<file path="src/rtl/job_ctrl_pkg.sv">
// Shared definitions for the job controller: state encodings and DONE_MODE values.
package job_ctrl_pkg;

    localparam int STATE_W = 2;

    // DONE_MODE selections
    localparam int DONE_PULSE = 0;
    localparam int DONE_HOLD  = 1;

    typedef enum logic [STATE_W-1:0] {
        ST_IDLE   = 2'b00,
        ST_BUSY   = 2'b01,
        ST_FINISH = 2'b10,
        ST_BAD    = 2'b11
    } state_t;

endpackage

</file>
<file path="src/rtl/job_len_counter.sv">
// Down-counter holding the cycles left in the current job.
// Priority: clear > load > dec; never decrements below zero.
module job_len_counter #(
    parameter int CNT_W = 8
) (
    input  logic             clk,
    input  logic             load,
    input  logic [CNT_W-1:0] load_val,
    input  logic             dec,
    input  logic             clear,
    output logic [CNT_W-1:0] remaining,
    output logic             last
);

    localparam logic [CNT_W-1:0] ONE = CNT_W'(1);

    // Remaining-cycle register
    always_ff @(posedge clk) begin
        if (clear) begin
            remaining <= '0;
        end else if (load) begin
            remaining <= load_val;
        end else if (dec && (remaining != '0)) begin
            remaining <= remaining - ONE;
        end
    end

    // Final busy cycle of the job
    always_comb begin
        last = (remaining == ONE);
    end

endmodule

</file>
<file path="src/rtl/job_ctrl_fsm.sv">
// Job controller: start/len launches a job of len cycles, abort ends it early,
// done is either a one-cycle pulse (DONE_PULSE) or held until ack (DONE_HOLD).
// Optional macro JOB_CTRL_STATS_EN adds job_cnt, a saturating count of
// jobs completed without abort.
module job_ctrl_fsm
    import job_ctrl_pkg::*;
#(
    parameter int CNT_W     = 8,
    parameter int DONE_MODE = DONE_PULSE
) (
    input  logic             clk,
    input  logic             rst,
    input  logic             start,
    input  logic [CNT_W-1:0] len,
    input  logic             abort,
    input  logic             ack,
    output logic             busy,
    output logic             done,
    output logic             aborted,
    output logic [CNT_W-1:0] remaining,
    output logic [1:0]       state_o
`ifdef JOB_CTRL_STATS_EN
    ,
    output logic [15:0]      job_cnt
`endif
);

    state_t state;
    logic   cnt_load;
    logic   cnt_dec;
    logic   cnt_clear;
    logic   cnt_last;

    // Counter control derived from the current state and inputs
    always_comb begin
        cnt_load  = (state == ST_IDLE) && start && (len != '0);
        cnt_dec   = (state == ST_BUSY) && !abort;
        cnt_clear = rst || ((state == ST_BUSY) && abort) || (state == ST_BAD);
    end

    job_len_counter #(
        .CNT_W (CNT_W)
    ) u_len_counter (
        .clk       (clk),
        .load      (cnt_load),
        .load_val  (len),
        .dec       (cnt_dec),
        .clear     (cnt_clear),
        .remaining (remaining),
        .last      (cnt_last)
    );

    // Controller state and registered status flags
    always_ff @(posedge clk) begin
        if (rst) begin
            state   <= ST_IDLE;
            busy    <= 1'b0;
            done    <= 1'b0;
            aborted <= 1'b0;
`ifdef JOB_CTRL_STATS_EN
            job_cnt <= '0;
`endif
        end else begin
            case (state)
                ST_IDLE: begin
                    if (start) begin
                        if (len != '0) begin
                            state <= ST_BUSY;
                            busy  <= 1'b1;
                        end else begin
                            state   <= ST_FINISH;
                            done    <= 1'b1;
                            aborted <= 1'b0;
`ifdef JOB_CTRL_STATS_EN
                            if (job_cnt != 16'hFFFF) job_cnt <= job_cnt + 16'd1;
`endif
                        end
                    end
                end
                ST_BUSY: begin
                    // abort takes precedence over natural completion
                    if (abort) begin
                        state   <= ST_FINISH;
                        busy    <= 1'b0;
                        done    <= 1'b1;
                        aborted <= 1'b1;
                    end else if (cnt_last) begin
                        state   <= ST_FINISH;
                        busy    <= 1'b0;
                        done    <= 1'b1;
                        aborted <= 1'b0;
`ifdef JOB_CTRL_STATS_EN
                        if (job_cnt != 16'hFFFF) job_cnt <= job_cnt + 16'd1;
`endif
                    end
                end
                ST_FINISH: begin
                    if ((DONE_MODE == DONE_PULSE) || ack) begin
                        state   <= ST_IDLE;
                        done    <= 1'b0;
                        aborted <= 1'b0;
                    end
                end
                default: begin
                    state   <= ST_IDLE;
                    busy    <= 1'b0;
                    done    <= 1'b0;
                    aborted <= 1'b0;
                end
            endcase
        end
    end

    always_comb begin
        state_o = state;
    end

endmodule

</file>
<file path="config.mk">
export PLATFORM = sky130hd
export DESIGN_NAME = job_ctrl_fsm
export DESIGN_NICKNAME = d
export VERILOG_FILES = /design/src/rtl/job_ctrl_pkg.sv /design/src/rtl/job_len_counter.sv /design/src/rtl/job_ctrl_fsm.sv
export SDC_FILE = /design/constraint.sdc
export NUM_CORES = 1
export LEC_CHECK = 0
export ABC_AREA = 1
export BUFFER_PORTS_ARGS = -buffer_cell sky130_fd_sc_hd__buf_2
export CAP_MARGIN = 20
export CORE_MARGIN = 3
export CORE_UTILIZATION = 51
export DETAILED_ROUTE_END_ITERATION = 10
export PLACE_DENSITY = 0.83
export SKIP_LAST_GASP = 1
export SLEW_MARGIN = 20
export SYNTH_ARGS = -nofsm -noshare
export SYNTH_HDL_FRONTEND = slang
export SYNTH_HIERARCHICAL = 1
export SYNTH_SLANG_ARGS = --single-unit
</file>
<file path="constraint.sdc">
create_clock -name clk -period 2.1 [get_ports clk]
set_input_delay 0.42 -clock clk [delete_from_list [all_inputs] [get_ports clk]]
set_output_delay 0.42 -clock clk [all_outputs]
set_load 0.02 [all_outputs]
</file>
Word level (Yosys, flattened, before mapping):

Cells that the tools add are included.

* $add $sub $neg: 1
* equality and inequality tests: 8
* muxes and demuxes: 21
* bitwise logic cells: 1
* reductions and logical operators: 15

Operators by type and width (count)
* $mux W8: 2
* $reduce_bool A8 Y1: 2
* $mux W1: 11
* $eq A8 B1 Y1 const B: 1
* $mux W2: 4
* $sub A8 B1 Y8 const B: 1
* $logic_and A1 B1 Y1: 5
* $eq A2 B2 Y1 const B: 2
* $ne A2 B2 Y1 const B: 2
* $pmux W1 S2: 2
* $pmux W2 S2: 1
* $reduce_and A4 Y1: 1
* $ne A3 B3 Y1 const B: 1
* $pmux W1 S3: 1
* $reduce_and A3 Y1: 1
* $eq A2 B1 Y1 const B: 1
* $logic_not A2 Y1: 1
* $logic_or A1 B1 Y1: 2
* $ne A2 B1 Y1 const B: 1
* $reduce_and A2 Y1: 1
* $reduce_bool A2 Y1: 1
* $logic_not A1 Y1: 1
* $not A1 Y1: 1

* register bits: 13
* bits of input ports: 13
* output and inout port bits: 13
* word-level logic and storage cells: 51

Depth between registers and ports, before layout:

Gate-level depths: netlist of run 1.

* depth in word-level cells: 5
* depth in mapped cells: 11
* mapped depth without buffers: 10

Modules after synthesis:

The synthesis of run 1 kept the hierarchy.

Modules (own cells, without submodules)
* job_len_counter: instances 1, cells an instance 107, area each 653.1 µm², seq. area each 160.2 µm²
* job_ctrl_fsm: instances 1, cells an instance 43, area each 281.5 µm², seq. area each 100.1 µm²

Least setup slack after synthesis of run 1:

Ideal clock, no wire load.

* path kind: input to register
* start point: in len[0]
* end point: reg u_len_counter.remaining[2]
* setup time: 70 ps
* arrival: 1523 ps
* data required time: 2030 ps
* slack: 507 ps
* cell stages on the path: 11
* path buffers: 2
* path through: nor2_1 > nand2_1 > o21ai_2 > nor2_1 > buf_6 > inv_2 > clkbuf_8 > o21ai_0 > nand2_1 > nand2_1 > a21oi_1

* longest elaborated chain between the ends: 3
* elaborated cells on any way between the ends: 4
* classes of those cells: mux (1); reduce/logical (3)

RTL lines
* from (decl): RTL line job_ctrl_fsm.sv:14 `input logic [CNT_W-1:0] len,`
* $reduce_bool A8 Y1 *: RTL line job_ctrl_fsm.sv:36 `cnt_load = (state == ST_IDLE) && start && (len != '0);`
* $logic_and A1 B1 Y1 *: RTL line job_ctrl_fsm.sv:36
* named net cnt_load: RTL line job_ctrl_fsm.sv:29 `logic cnt_load;`
* $mux W8 / $reduce_bool A2 Y1 (equally long branches)
* to (signal assigned): RTL line job_len_counter.sv:22 `remaining <= load_val;`
* to (signal assigned): RTL line job_len_counter.sv:24 `remaining <= remaining - ONE;`
* to (decl): RTL line job_len_counter.sv:11 `output logic [CNT_W-1:0] remaining,`

The timed path passes the listed nets; every way through them passes the cells marked *.
A chain may end at the register's enable or synchronous reset.

Final worst setup path of run 1:

* start point: reg u_len_counter.remaining[0]
* end point: reg u_len_counter.remaining[0]

* longest elaborated chain between the ends: 3
* elaborated cells on any way between the ends: 6
* classes of those cells: add/sub (1); mux (2); reduce/logical (3)

RTL lines
* $sub A8 B1 Y8 / $reduce_bool A8 Y1 (equally long branches): RTL line job_len_counter.sv:24, job_len_counter.sv:23
* $mux W8 / $logic_and A1 B1 Y1 (equally long branches): RTL line job_len_counter.sv:23 `end else if (dec && (remaining != '0)) begin`
* $mux W8 / $reduce_bool A2 Y1 (equally long branches)

Several ways; a longest one is shown, not always the timed one. The select of a mux whose other input is x is not followed.

==> impl_results.md, run 1 <==
* Largest net degree at the start of global routing at 14
* Post-Place Worst Slack at around 0.43 ns
* Grt total ovfl at 0
* GRT busiest layer: met2
* CTS Sinks at 13
* Critical path data arrival time at 1.66 ns
* #FFs+latches synth at 13
* Hold depth at 4
* Post-Route Setup TNS at 0 ns
* Initial Util at 0.5800
* Die Width at 48.81 um
* Register area share after synthesis at 0.2784
* Max Cap Viol at 0
* Crit Path Max Fanout at 8
* Vias in the first global route at 885
* Clock-pin slew on the worst setup and hold paths at ~0.080 ns
* Worst hold slack at 0.4264 ns
* Commonest non-fill, non-tap cells in the layout: nand2_1 (41), nor2_1 (34), buf_2 (24), inv_1 (17), nand3_1 (14)
* Area grow syn2layout at 17.00%
* CTS buffer count at 3
* Critical path startpoint category: flop
* Layout Nets at 194
* Crit path kind: flop to flop
* Drt pass-1 iters at 4
* Post-CTS Setup Bufs at 0
* Routability congestion estimate at just over 0.8
* DRC Markers at 0
* Global Route met1 Usage at 0.2458
* Final ANT Viol Nets at 0
* Critical Path Sink Type: flop
* Total GRT Usage at 0.2014
* Min-delay src: rst
* Hold Path Class: primary input to flop
* Reg2Reg Launch Point: u_len_counter/remaining[0]$_SDFFE_PP0P_
* Skew-Pair Late Insertion Delay at between 0.2 and 0.3 ns
* Yosys Warn Count at 6
* Average size of a mapped cell at 6.231 um^2
* Max-slew violations at 0
* Final instance area at about 1100 um^2
* CTS Buffer Depth at 2
* Root buffer cell: clkbuf_4
* Maximum vdd drop at 0.5757 mV
* Initial antenna violation count at 0
* DP HPWL at about 1700 um
* Setup Viol. Count Final at 0
* Vias post-DR at between 900 and 1000
* Async set-reset flop share out of synthesis at 0
* Vias/cell at about 4.9
* DIE HEIGHT at between 40 and 50 um
* Die ar. at about 2400 um^2
* Final worst slack at 0.6095 ns
* Crit share post-route at 0.7098
* I/O pin count at 26
* Syn_nets at 166
* Hold Path Sink: aborted$_SDFFE_PP0P_
* First-pass GRT wire length at 3788 um
* Final hold vios at 0
* Most used DFF post-synth: dfxtp_1
* Post-cts resize count at 0
* Wire per inst at 10.93 um
* Unrepaired setup endpoints after global routing: no
* Post-synth EDFFs at 0
* Core Footprint at 1612 um^2
* Post-synth design cell area at about 930 um^2
* Share of cells above drive strength 1 at 0.2316
* CTS tree: done
* Total Wirelength at approximately 2200 um
* Unique masters post-synth at 22
* Fin Clk Skew at between 0.0008 and 0.0009 ns
* Outcome: complete, no violations
* Slew @ Worst Pin at ~0.3 ns
* Critical Path RT at 2.27 ns
* FF-to-FF End: u_len_counter/remaining[0]$_SDFFE_PP0P_
* Initial DRC count at 26
* Commonest non-fill, non-tap cell in the layout: nand2_1
* PD cells at ~890 nW/um^2
* Diode count at 0
* Port buffer count at 24
* Met2 Usage GRT at 0.3507
* Max Clock Freq at between 0.6 and 0.7 GHz
* Num rows at 14
* Tmin final at 1.490 ns
* H-tree levels at 1
* Post-layout util at 0.6786
* Cells after Synth at 150
* Met3 usage at 0.02752
* DP Area at ~1100 um^2
* Worst slew margin at 0.7945
* Worst reg-to-reg setup slack at 0.61 ns
* # hold bufs at CTS at 0
* Worst-case reg-to-reg path depth at 7
* Pleak at 0.5731 nW
==> kinds of logic after synthesis <==
logic type,count (synthesis),synth area share
AOI/OAI and AO/OA,15,0.1138
adders and majority gates,3,0.04016
buffers and inverters,21,0.1071
DFF,13,0.2784
and+or+nand+nor,98,0.4605
==> sequential cells by signal (all words and copies together) (netlist names) <==
register                 flops
u_len_counter/remaining      8
state_o                      2
busy                         1
aborted                      1
done                         1
==> worst max-delay path: stages (launching register included) <==
cell and delay, ns:
dfxtp_1 0.35, inv_1 0.15, ha_1 0.22, nand2_4 0.07, o21ai_4 0.27, nand2_2 0.15, o21ai_2 0.13, nor2_1 0.05
==> Yosys cell counts, drive strengths merged, types with 2 or more instances <==
library cell / n / share of area
nand2: 45 / 0.20
nor2: 35 / 0.15
inv: 18 / 0.072
nand3: 16 / 0.096
dfxtp: 13 / 0.28
a21oi: 7 / 0.037
o21ai: 6 / 0.052
ha: 3 / 0.040
clkbuf: 2 / 0.023
==> power breakdown <==
part	switching [mW]	internal (mW)	leakage, nW
Clock	0.0862	0.0735	0.0150
Sequential	0.0445	0.284	0.107
Combinational	0.307	0.173	0.451
Total	0.438	0.530	0.573
==> worst max-delay path by stage <==
| stage | endpoint | from | cells after the start | slack [ns] |
|---|---|---|---|---|
| 6_report | u_len_counter/remaining[0]$_SDFFE_PP0P_ | u_len_counter/remaining[0]$_SDFFE_PP0P_ | 7 | 0.61 |
| 5_1_grt | u_len_counter/remaining[1]$_SDFFE_PP0P_ | state_o[0]$_SDFFE_PP0P_ | 8 | 0.51 |
| 4_1_cts | u_len_counter/remaining[0]$_SDFFE_PP0P_ | u_len_counter/remaining[0]$_SDFFE_PP0P_ | 7 | 0.61 |
| 3_5_place_dp | u_len_counter/remaining[7]$_SDFFE_PP0P_ | len[5] | 10 | 0.43 |
| 3_3_place_gp | u_len_counter/remaining[7]$_SDFFE_PP0P_ | len[5] | 10 | 0.48 |
| 2_1_floorplan | u_len_counter/remaining[2]$_SDFFE_PP0P_ | len[0] | 11 | 0.51 |
==> layout make-up <==
class	count	area (um^2)
Timing Repair Buffer	26	135.1
Tap cell	24	30.03
Fill cell	153	518.0
Sequential cell	13	260.3
Inverter	18	67.56
Multi-Input combinational cell	116	574.3
Clock buffer	4	26.28
==> per-stage QoR <==
step	cells	power (mW)
2_1_floorplan	150	0.7019
3_3_place_gp	197	0.7923
3_5_place_dp	197	0.8126
4_1_cts	201	0.9730
5_1_grt	201	1.059
6_report	201	0.9687
==> metal layers <==
metal  up-vias  wire length (um)
met3         2               130
li1        521                 -
met5         -                 0
met4         0                18
met2        32              1138
met1       432               908
No activity file was read; power rests on OpenSTA's default activity.
==> run 2: changes to the inputs <==
clock period = 1.5 ns   (was 2.1 ns; I/O delays follow)
==> run 2 against run 1 <==
  * Combinational power grew 56%
  * Die area unchanged
  * Global-route usage about the same
  * Largest power group unchanged
  * Maximum frequency up 5.8%
  * Core utilization increased by 3.8 points
  * Critical path type unchanged
==> impl_results.md, run 2 (synthesis gave the netlist of run 1 again) <==
* Outcome: complete, no violations
* DIE HEIGHT at 48.81 um (unchanged)
* First-pass GRT wire length at 3905 um (+3.1%)
* Crit path kind: flop to flop
* Wire per inst at 11.26 um (+3.1%)
* CTS tree: done
* DP HPWL at 1711 um (+0.29%)
* Initial Util at 0.5800 (unchanged)
* Largest net degree at the start of global routing at 13 (-1)
* H-tree levels at 1 (unchanged)
* Hold Path Class: primary input to flop
* Maximum vdd drop at 0.8002 mV (+39%)
* Tmin final at 1.409 ns (-0.08145 ns)
* Worst reg-to-reg setup slack at 0.09 ns (-0.52 ns)
* Pleak at 0.6005 nW (+4.8%)
* Critical path startpoint category: flop
* Root buffer cell: clkbuf_4
* Initial antenna violation count at 0 (unchanged)
* Vias post-DR at 1031 (+4.5%)
* Final instance area at 1155 um^2 (+5.6%)
* Reg2Reg Launch Point: u_len_counter/remaining[0]$_SDFFE_PP0P_
* Fin Clk Skew at 0.002754 ns (+0.001862 ns)
* Hold Path Sink: aborted$_SDFFE_PP0P_
* Critical Path Sink Type: flop
* Min-delay src: rst
* Vias in the first global route at 943 (+6.6%)
* Crit share post-route at 0.9394 (+0.2296)
* Worst slew margin at 0.8019 (+0.007427)
* Skew-Pair Late Insertion Delay at 0.27 ns (about the same)
* Max Clock Freq at 0.7097 GHz (+5.8%)
* CTS buffer count at 3 (unchanged)
* Crit Path Max Fanout at 6 (-2)
* Total GRT Usage at 0.2010 (-0.0003835)
* CTS Buffer Depth at 2 (unchanged)
* Slew @ Worst Pin at 0.2964 ns (-0.01111 ns)
* Largest Register: u_len_counter/remaining
* Die ar. at 2382 um^2 (unchanged)
* Final Power at 1.436 mW (+48%)
* DRC Markers at 0 (unchanged)
* # hold bufs at CTS at 0 (unchanged)
* Commonest non-fill, non-tap cell in the layout: nand2_1
* Diode count at 0 (unchanged)
* Critical path data arrival time at 1.62 ns (-0.04 ns)
* Final hold vios at 0 (unchanged)
* Critical Path RT at 1.71 ns (-0.56 ns)
* CTS Sinks at 13 (unchanged)
* Layout Nets at 199 (+2.6%)
* Max-slew violations at 0 (unchanged)
* FF-to-FF End: u_len_counter/remaining[3]$_SDFFE_PP0P_
* Max reg flops at 8 (unchanged)
* Num rows at 14 (unchanged)
* Grt total ovfl at 0 (unchanged)
* Drt pass-1 iters at 4 (unchanged)
* Clock-pin slew on the worst setup and hold paths at 0.09 ns (about the same)
* Commonest non-fill, non-tap cells in the layout: nand2_1 (41), nor2_1 (31), buf_2 (24), inv_1 (17), nand3_1 (14)
* PD cells at 1243 nW/um^2 (+40%)
* Routability congestion estimate at 0.8270 (-0.47%)
* Unrepaired setup endpoints after global routing: yes
* Port buffer count at 24 (unchanged)
* Hold depth at 4 (unchanged)
* Share of cells above drive strength 1 at 0.2802 (+0.04858)
* Initial DRC count at 51 (+96%)
* Worst-case reg-to-reg path depth at 7 (unchanged)
* Die Width at 48.81 um (unchanged)
* Worst hold slack at 0.3008 ns (-0.1255 ns)
* I/O pin count at 26 (unchanged)
* Setup Viol. Count Final at 0 (unchanged)
* Total Wirelength at 2320 um (+5.6%)
* Max Cap Viol at 0 (unchanged)
* DP Area at 1075 um^2 (+0.70%)
* Vias/cell at 5.005 (+1.9%)
* Final ANT Viol Nets at 0 (unchanged)
* Core Footprint at 1612 um^2 (unchanged)
* Area grow syn2layout at 23.56%
==> run 2: changes by cell type in the layout (fill, tap and decap cells not counted), sizes merged <==
cell,delta
buf,+5
==> run 2: worst max-delay path, cell delays in order, from the launching register on <==
cell and delay, ns:
dfxtp_2 0.35, inv_1 0.14, ha_1 0.22, nand2_4 0.07, o21ai_4 0.20, buf_4 0.17, nand3_1 0.06, a21oi_1 0.14
==> run 2: worst max-delay path by stage <==
stage          cells after the start                               startpoint                                      end  slack [ns]
3_3_place_gp                      10                                   len[5]  u_len_counter/remaining[7]$_SDFFE_PP0P_        0.02
2_1_floorplan                     10                  state_o[0]$_SDFFE_PP0P_  u_len_counter/remaining[2]$_SDFFE_PP0P_        0.01
3_5_place_dp                       9                                   len[5]  u_len_counter/remaining[1]$_SDFFE_PP0P_       -0.03
5_1_grt                            7  u_len_counter/remaining[0]$_SDFFE_PP0P_  u_len_counter/remaining[3]$_SDFFE_PP0P_      -0.008
6_report                           7  u_len_counter/remaining[0]$_SDFFE_PP0P_  u_len_counter/remaining[3]$_SDFFE_PP0P_        0.09
4_1_cts                            7  u_len_counter/remaining[0]$_SDFFE_PP0P_  u_len_counter/remaining[1]$_SDFFE_PP0P_        0.03
==> run 2: area by class of cell <==
cell class,instances,area (um^2)
Clock buffer,4,26.28
Fill cell,144,456.7
Inverter,18,67.56
Multi-Input combinational cell,116,584.3
Sequential cell,13,261.5
Tap cell,24,30.03
Timing Repair Buffer,31,185.2
==> run 2: power breakdown <==
group / total [mW] / leakage [nW] / internal [mW] / switching, mW
Combinational: 0.750 / 0.478 / 0.296 / 0.454
Sequential: 0.464 / 0.107 / 0.399 / 0.0647
Clock: 0.223 / 0.0150 / 0.103 / 0.120
Total: 1.44 / 0.600 / 0.798 / 0.638
==> run 2: timing repair <==
item | in CTS | in global routing
setup endpoints to repair | 0 | 10
buffers inserted | 0 | 4
resized for setup | 0 | 6
==> run 2: metal layers <==
metal  track usage  wire (um)  part of all wire  vias up
li1              -          -                 -      534
met1        0.2411        990              0.43      465
met2        0.3710       1221              0.53       30
met3       0.02141        105             0.045        2
met4       0.06161          4            0.0017        0
met5             0          0                 0        -
==> run 2: metrics by stage <==
step | worst slack (ns) | cells | setup TNS [ns] | util
2_1_floorplan | 0.01173 | 150 | 0 | -
3_3_place_gp | 0.02027 | 198 | 0 | 0.6669
3_5_place_dp | -0.03433 | 198 | -0.08668 | 0.6669
4_1_cts | 0.02515 | 202 | 0 | 0.6832
5_1_grt | -0.007531 | 206 | -0.01499 | 0.7166
6_report | 0.09096 | 206 | 0 | 0.7166
==> run 3: changes to the inputs <==
ABC_AREA = default   (was 1)
CORE_UTILIZATION = 49   (was 51)
PLACE_DENSITY = 0.82   (was 0.83)
==> run 3 against run 2 <==
  * The run now fails in global routing
  * Synthesized cell count fell by 40%
  * Synthesized area fell by 12%
==> impl_results.md, run 3 <==
* Synth top area cells: dfxtp_1 (32%), a211oi_1 (4.6%), ha_1 (4.6%), xnor2_1 (4.3%), inv_1 (3.7%)
* Initial Util at 0.5308 (-0.04912)
* Port buffer count at 24 (unchanged)
* H-tree levels at 1 (unchanged)
* Yosys Warn Count at 6 (unchanged)
* Root buffer cell: clkbuf_4
* GRT worst endpoint: aborted$_SDFFE_PP0P_/D
* Last step reached: global routing
* Post-synth EDFFs at 0 (unchanged)
* Syn_nets at 106 (-36%)
* Outcome: did not finish
* Num rows at 14 (unchanged)
* CTS buffer count at 3 (unchanged)
* Unique masters post-synth at 39 (+77%)
* Post-synth design cell area at 818.3 um^2 (-12%)
* CTS Sinks at 13 (unchanged)
* CTS Buffer Depth at 2 (unchanged)
* Top cell type's share of synthesized area at 0.3180 (+0.03960)
* DP Area at 1211 um^2 (+13%)
* Log Error: [ERROR DPL-0038] Utilization greater than 100%, impossible to legalize
* DP HPWL at 1942 um (+13%)
* Average size of a mapped cell at 9.092 um^2 (+46%)
* Commonest cells in the synthesized netlist: dfxtp_1 (13), inv_1 (8), nor2_1 (7)
* #FFs+latches synth at 13 (unchanged)
* DIE HEIGHT at 46.87 um (-4.0%)
* # hold bufs at CTS at 0 (unchanged)
* Register area share after synthesis at 0.3180 (+0.03960)
* Worst ep type: register data pin
* Top-count cell post-synth: dfxtp_1
* I/O pin count at 26 (unchanged)
* Async set-reset flop share out of synthesis at 0 (unchanged)
* Cells after Synth at 90 (-40%)
* Largest net degree at the start of global routing at 10
* Most used DFF post-synth: dfxtp_1
* Yosys top cell by area: dfxtp_1
* Die Width at 46.87 um (-4.0%)
* Routability congestion estimate at 0.8495 (+2.7%)
## run 3: repair_timing
item / CTS
resized for setup: 29
setup buffers: 4
pin swaps: 16
endpoints found under the setup margin: 13
## run 3: per-stage QoR
stage	hold slack [ns]	setup slack, ns	utilization	std cells
2_1_floorplan	0.3623	-0.2763	-	90
3_5_place_dp	0.4553	-0.3694	0.7857	157
3_3_place_gp	0.4423	-0.3077	0.7857	157
4_1_cts	0.2356	-0.3427	0.9075	165
## run 3: cell families after synthesis
logic type	Yosys count	synth area share
compound gates	27	0.2844
xor+xnor	4	0.04281
fa+ha+maj	3	0.04588
buf+inv	11	0.05810
flops	13	0.3180
simple gates	32	0.2508
==> run 4: changes to the inputs <==
CORE_AREA = 3 3 64 66   (was default)
CORE_MARGIN = default   (was 3)
CORE_UTILIZATION = default   (was 49)
DIE_AREA = 0 0 67 69   (was default)
PLACE_DENSITY = default   (was 0.82)
PLACE_DENSITY_LB_ADDON = 0.15   (was default)
==> run 4 against run 3 <==
  * The flow now finishes, with violations (setup timing)
  * Synthesized area is the same
  * Synthesized cell count stayed put
==> impl_results.md, run 4 <==
* Unrepaired setup endpoints after global routing: yes
* Maximum vdd drop at approximately 0.48 mV
* Total Wirelength at around 2500 um
* Drt pass-1 iters at 4
* Crit share post-route at 1.202
* Die Width at 67 um (+43%)
* Async set-reset flop share out of synthesis at 0 (unchanged)
* Pleak at between 0.6 and 0.7 nW
* Non-filler cells, final at 203
* I/O pin count at 26 (unchanged)
* Fin Clk Skew at between 0.004 and 0.005 ns
* Routability congestion estimate at 0.7580 (-11%)
* Post-synth EDFFs at 0 (unchanged)
* Crit Path Max Fanout at 3
* Average size of a mapped cell at 9.092 um^2 (unchanged)
* Tmin final at roughly 1.8 ns
* Max-slew violations at 0
* WL met1 at approximately 1100 um
* Final worst slack at -0.3035 ns
* Syn_nets at 106 (unchanged)
* Initial DRC count at 19
* Max Clock Freq at between 0.5 and 0.6 GHz
* Max reg flops at 8
* Setup Viol. Count Final at 12
* CTS Sinks at 13 (unchanged)
* Largest net degree at the start of global routing at 10
* Most Frequent Cell on Critical Path: buf_4
* Top-count cell post-synth: dfxtp_1
* Critical Path Sink Type: flop
* Synth top area cells: dfxtp_1 (32%), a211oi_1 (4.6%), ha_1 (4.6%), xnor2_1 (4.3%), inv_1 (3.7%)
* Worst slew margin at 0.7206
* Yosys Warn Count at 6 (unchanged)
* Max layer used: met4
* Crit path kind: flop to flop
* Post-Route Setup TNS at -2.441 ns
* #FFs+latches synth at 13 (unchanged)
* Critical path startpoint category: flop
* Worst path max stage delay at around 0.56 ns
* Outcome: finished, violations left
* Failing checks: setup timing
* Most used DFF post-synth: dfxtp_1
* Vias in the first global route at 921
* Top cell type's share of synthesized area at 0.3180 (unchanged)
* Slowest cell on crit path: or4_4
* CTS buffer count at 3 (unchanged)
* Commonest non-fill, non-tap cell in the layout: buf_4
* Final hold vios at 0
* Core Footprint at about 3600 um^2
* Initial antenna violation count at 0
* DP HPWL at 2073 um (+6.8%)
* CTS Buffer Depth at 2 (unchanged)
* Crit-path cells: or4_4, nor4b_4, buf_4, buf_4, o31ai_1, a22oi_1, nor2_1
* Vias post-DR at 905
* CTS tree: done
* First-pass GRT wire length at roughly 4100 um
* Total GRT Usage at 0.1173
* # hold bufs at CTS at 0 (unchanged)
* Post-Place Worst Slack at -0.3157 ns (+0.05370 ns)
* Fill cell count at roughly 400
* PD cells at 1059 nW/um^2
* Grt total ovfl at 0
* Placed cells at 194 (+24%)
* Hold Path Class: primary input to flop
* Area grow syn2layout at 74.92%
* Skew-Pair Late Insertion Delay at approximately 0.25 ns
* Max Cap Viol at 0
* Wire per inst at 12.46 um
* Critical Path RT at about 1.6 ns
* Final ANT Viol Nets at 0
* Die ar. at between 4000 and 5000 um^2
* Layout Nets at 172
* Met3 WL at between 100 and 150 um
* Register area share after synthesis at 0.3180 (unchanged)
* Commonest non-fill, non-tap cells in the layout: buf_4 (39), buf_2 (24), inv_1 (8), nor2_1 (7)
* Slew @ Worst Pin at approximately 0.4 ns
* DR WL met2 at approximately 1200 um
* Yosys top cell by area: dfxtp_1
* Share of cells above drive strength 1 at 0.6194
* Initial Util at 0.2252 (-0.3056)
* Port buffer count at 24 (unchanged)
* Vias/cell at between 4 and 5
* Post-synth design cell area at 818.3 um^2 (unchanged)
* DRC Markers at 0
* Critical path data arrival time at between 1.5 and 2 ns
* Diode count at 0
* Clock-pin slew on the worst setup and hold paths at about 0.060 ns
* Largest Register: u_len_counter/remaining
* Commonest cells in the synthesized netlist: dfxtp_1 (13), inv_1 (8), nor2_1 (7)
* Unique masters post-synth at 39 (unchanged)
* DIE HEIGHT at 69 um (+47%)
* H-tree levels at 1 (unchanged)
* Cells after Synth at 90 (unchanged)
* Num rows at 22 (+8)
* Root buffer cell: clkbuf_8
[run 4: cell counts after synthesis]
Identical to the previous run, type by type.
[run 4: cells by family after synthesis]
logic type                 Yosys count  synth area share
AOI/OAI and AO/OA                   27            0.2844
xor gates and xnor gates             4           0.04281
adders and majority gates            3           0.04588
buffers and inverters               11           0.05810
DFF                                 13            0.3180
and+or+nand+nor                     32            0.2508
[run 4: worst paths after layout]
path	startpoint	cells past startpoint	end	slack (ns)
worst max-delay path	u_len_counter/remaining[3]$_SDFFE_PP0P_	7	busy$_SDFFE_PP0P_	-0.30
worst min-delay path	rst	2	state_o[0]$_SDFFE_PP0P_	0.28
worst max register to register	u_len_counter/remaining[3]$_SDFFE_PP0P_	7	busy$_SDFFE_PP0P_	-0.30
worst min register to register	done$_SDFFE_PP0P_	1	done$_SDFFE_PP0P_	0.46
[run 4: area by class of cell]
class	count	area, um^2	share of cell area
Multi-Input combinational cell	66	591.8	0.4135
Tap cell	48	60.06	0.04196
Clock buffer	4	45.04	0.03147
Inverter	8	30.03	0.02098
Timing Repair Buffer	64	432.9	0.3024
Sequential cell	13	271.5	0.1897
[run 4: metal layers]
layer / global-route usage / vias to the layer above
met5: 0 / -
met3: 0.02769 / 4
met4: 0.05180 / 0
met1: 0.1480 / 416
li1: - / 464
met2: 0.1856 / 21
[run 4: worst max-delay path, delay by kind of cell (launching register included)]
family | cells | cell delay [ns]
AND/OR/NAND/NOR | 3 | 0.92
flip-flops | 1 | 0.32
AO/OA/AOI/OAI | 2 | 0.21
buffers and inverters | 2 | 0.26
[run 4: power breakdown]
group	internal, mW	total [mW]	switching [mW]	leakage, nW
sequential	0.398	0.432	0.0338	0.110
clock	0.188	0.327	0.139	0.0228
combinational	0.384	0.758	0.373	0.492
total	0.970	1.52	0.546	0.625
[run 4: stage by stage]
step                      area [um^2]  total power [mW]  utilization  hold WS [ns]
after detailed placement         1301             1.129       0.3581        0.4538
after CTS                        1375             1.493       0.3784        0.2788
after floorplan                 874.6            0.7936            -        0.3623
final                            1431             1.516       0.3939        0.2844
after global routing             1431             1.615       0.3939        0.2847
after global placement           1301             1.121       0.3581        0.4489
[run 4: repair_timing]
action | CTS | global route
resized for setup | 5 | 5
setup buffers | 1 | 4
endpoints found under the setup margin | 13 | 13
pin swaps | 6 | 4
cloned | 0 | 0
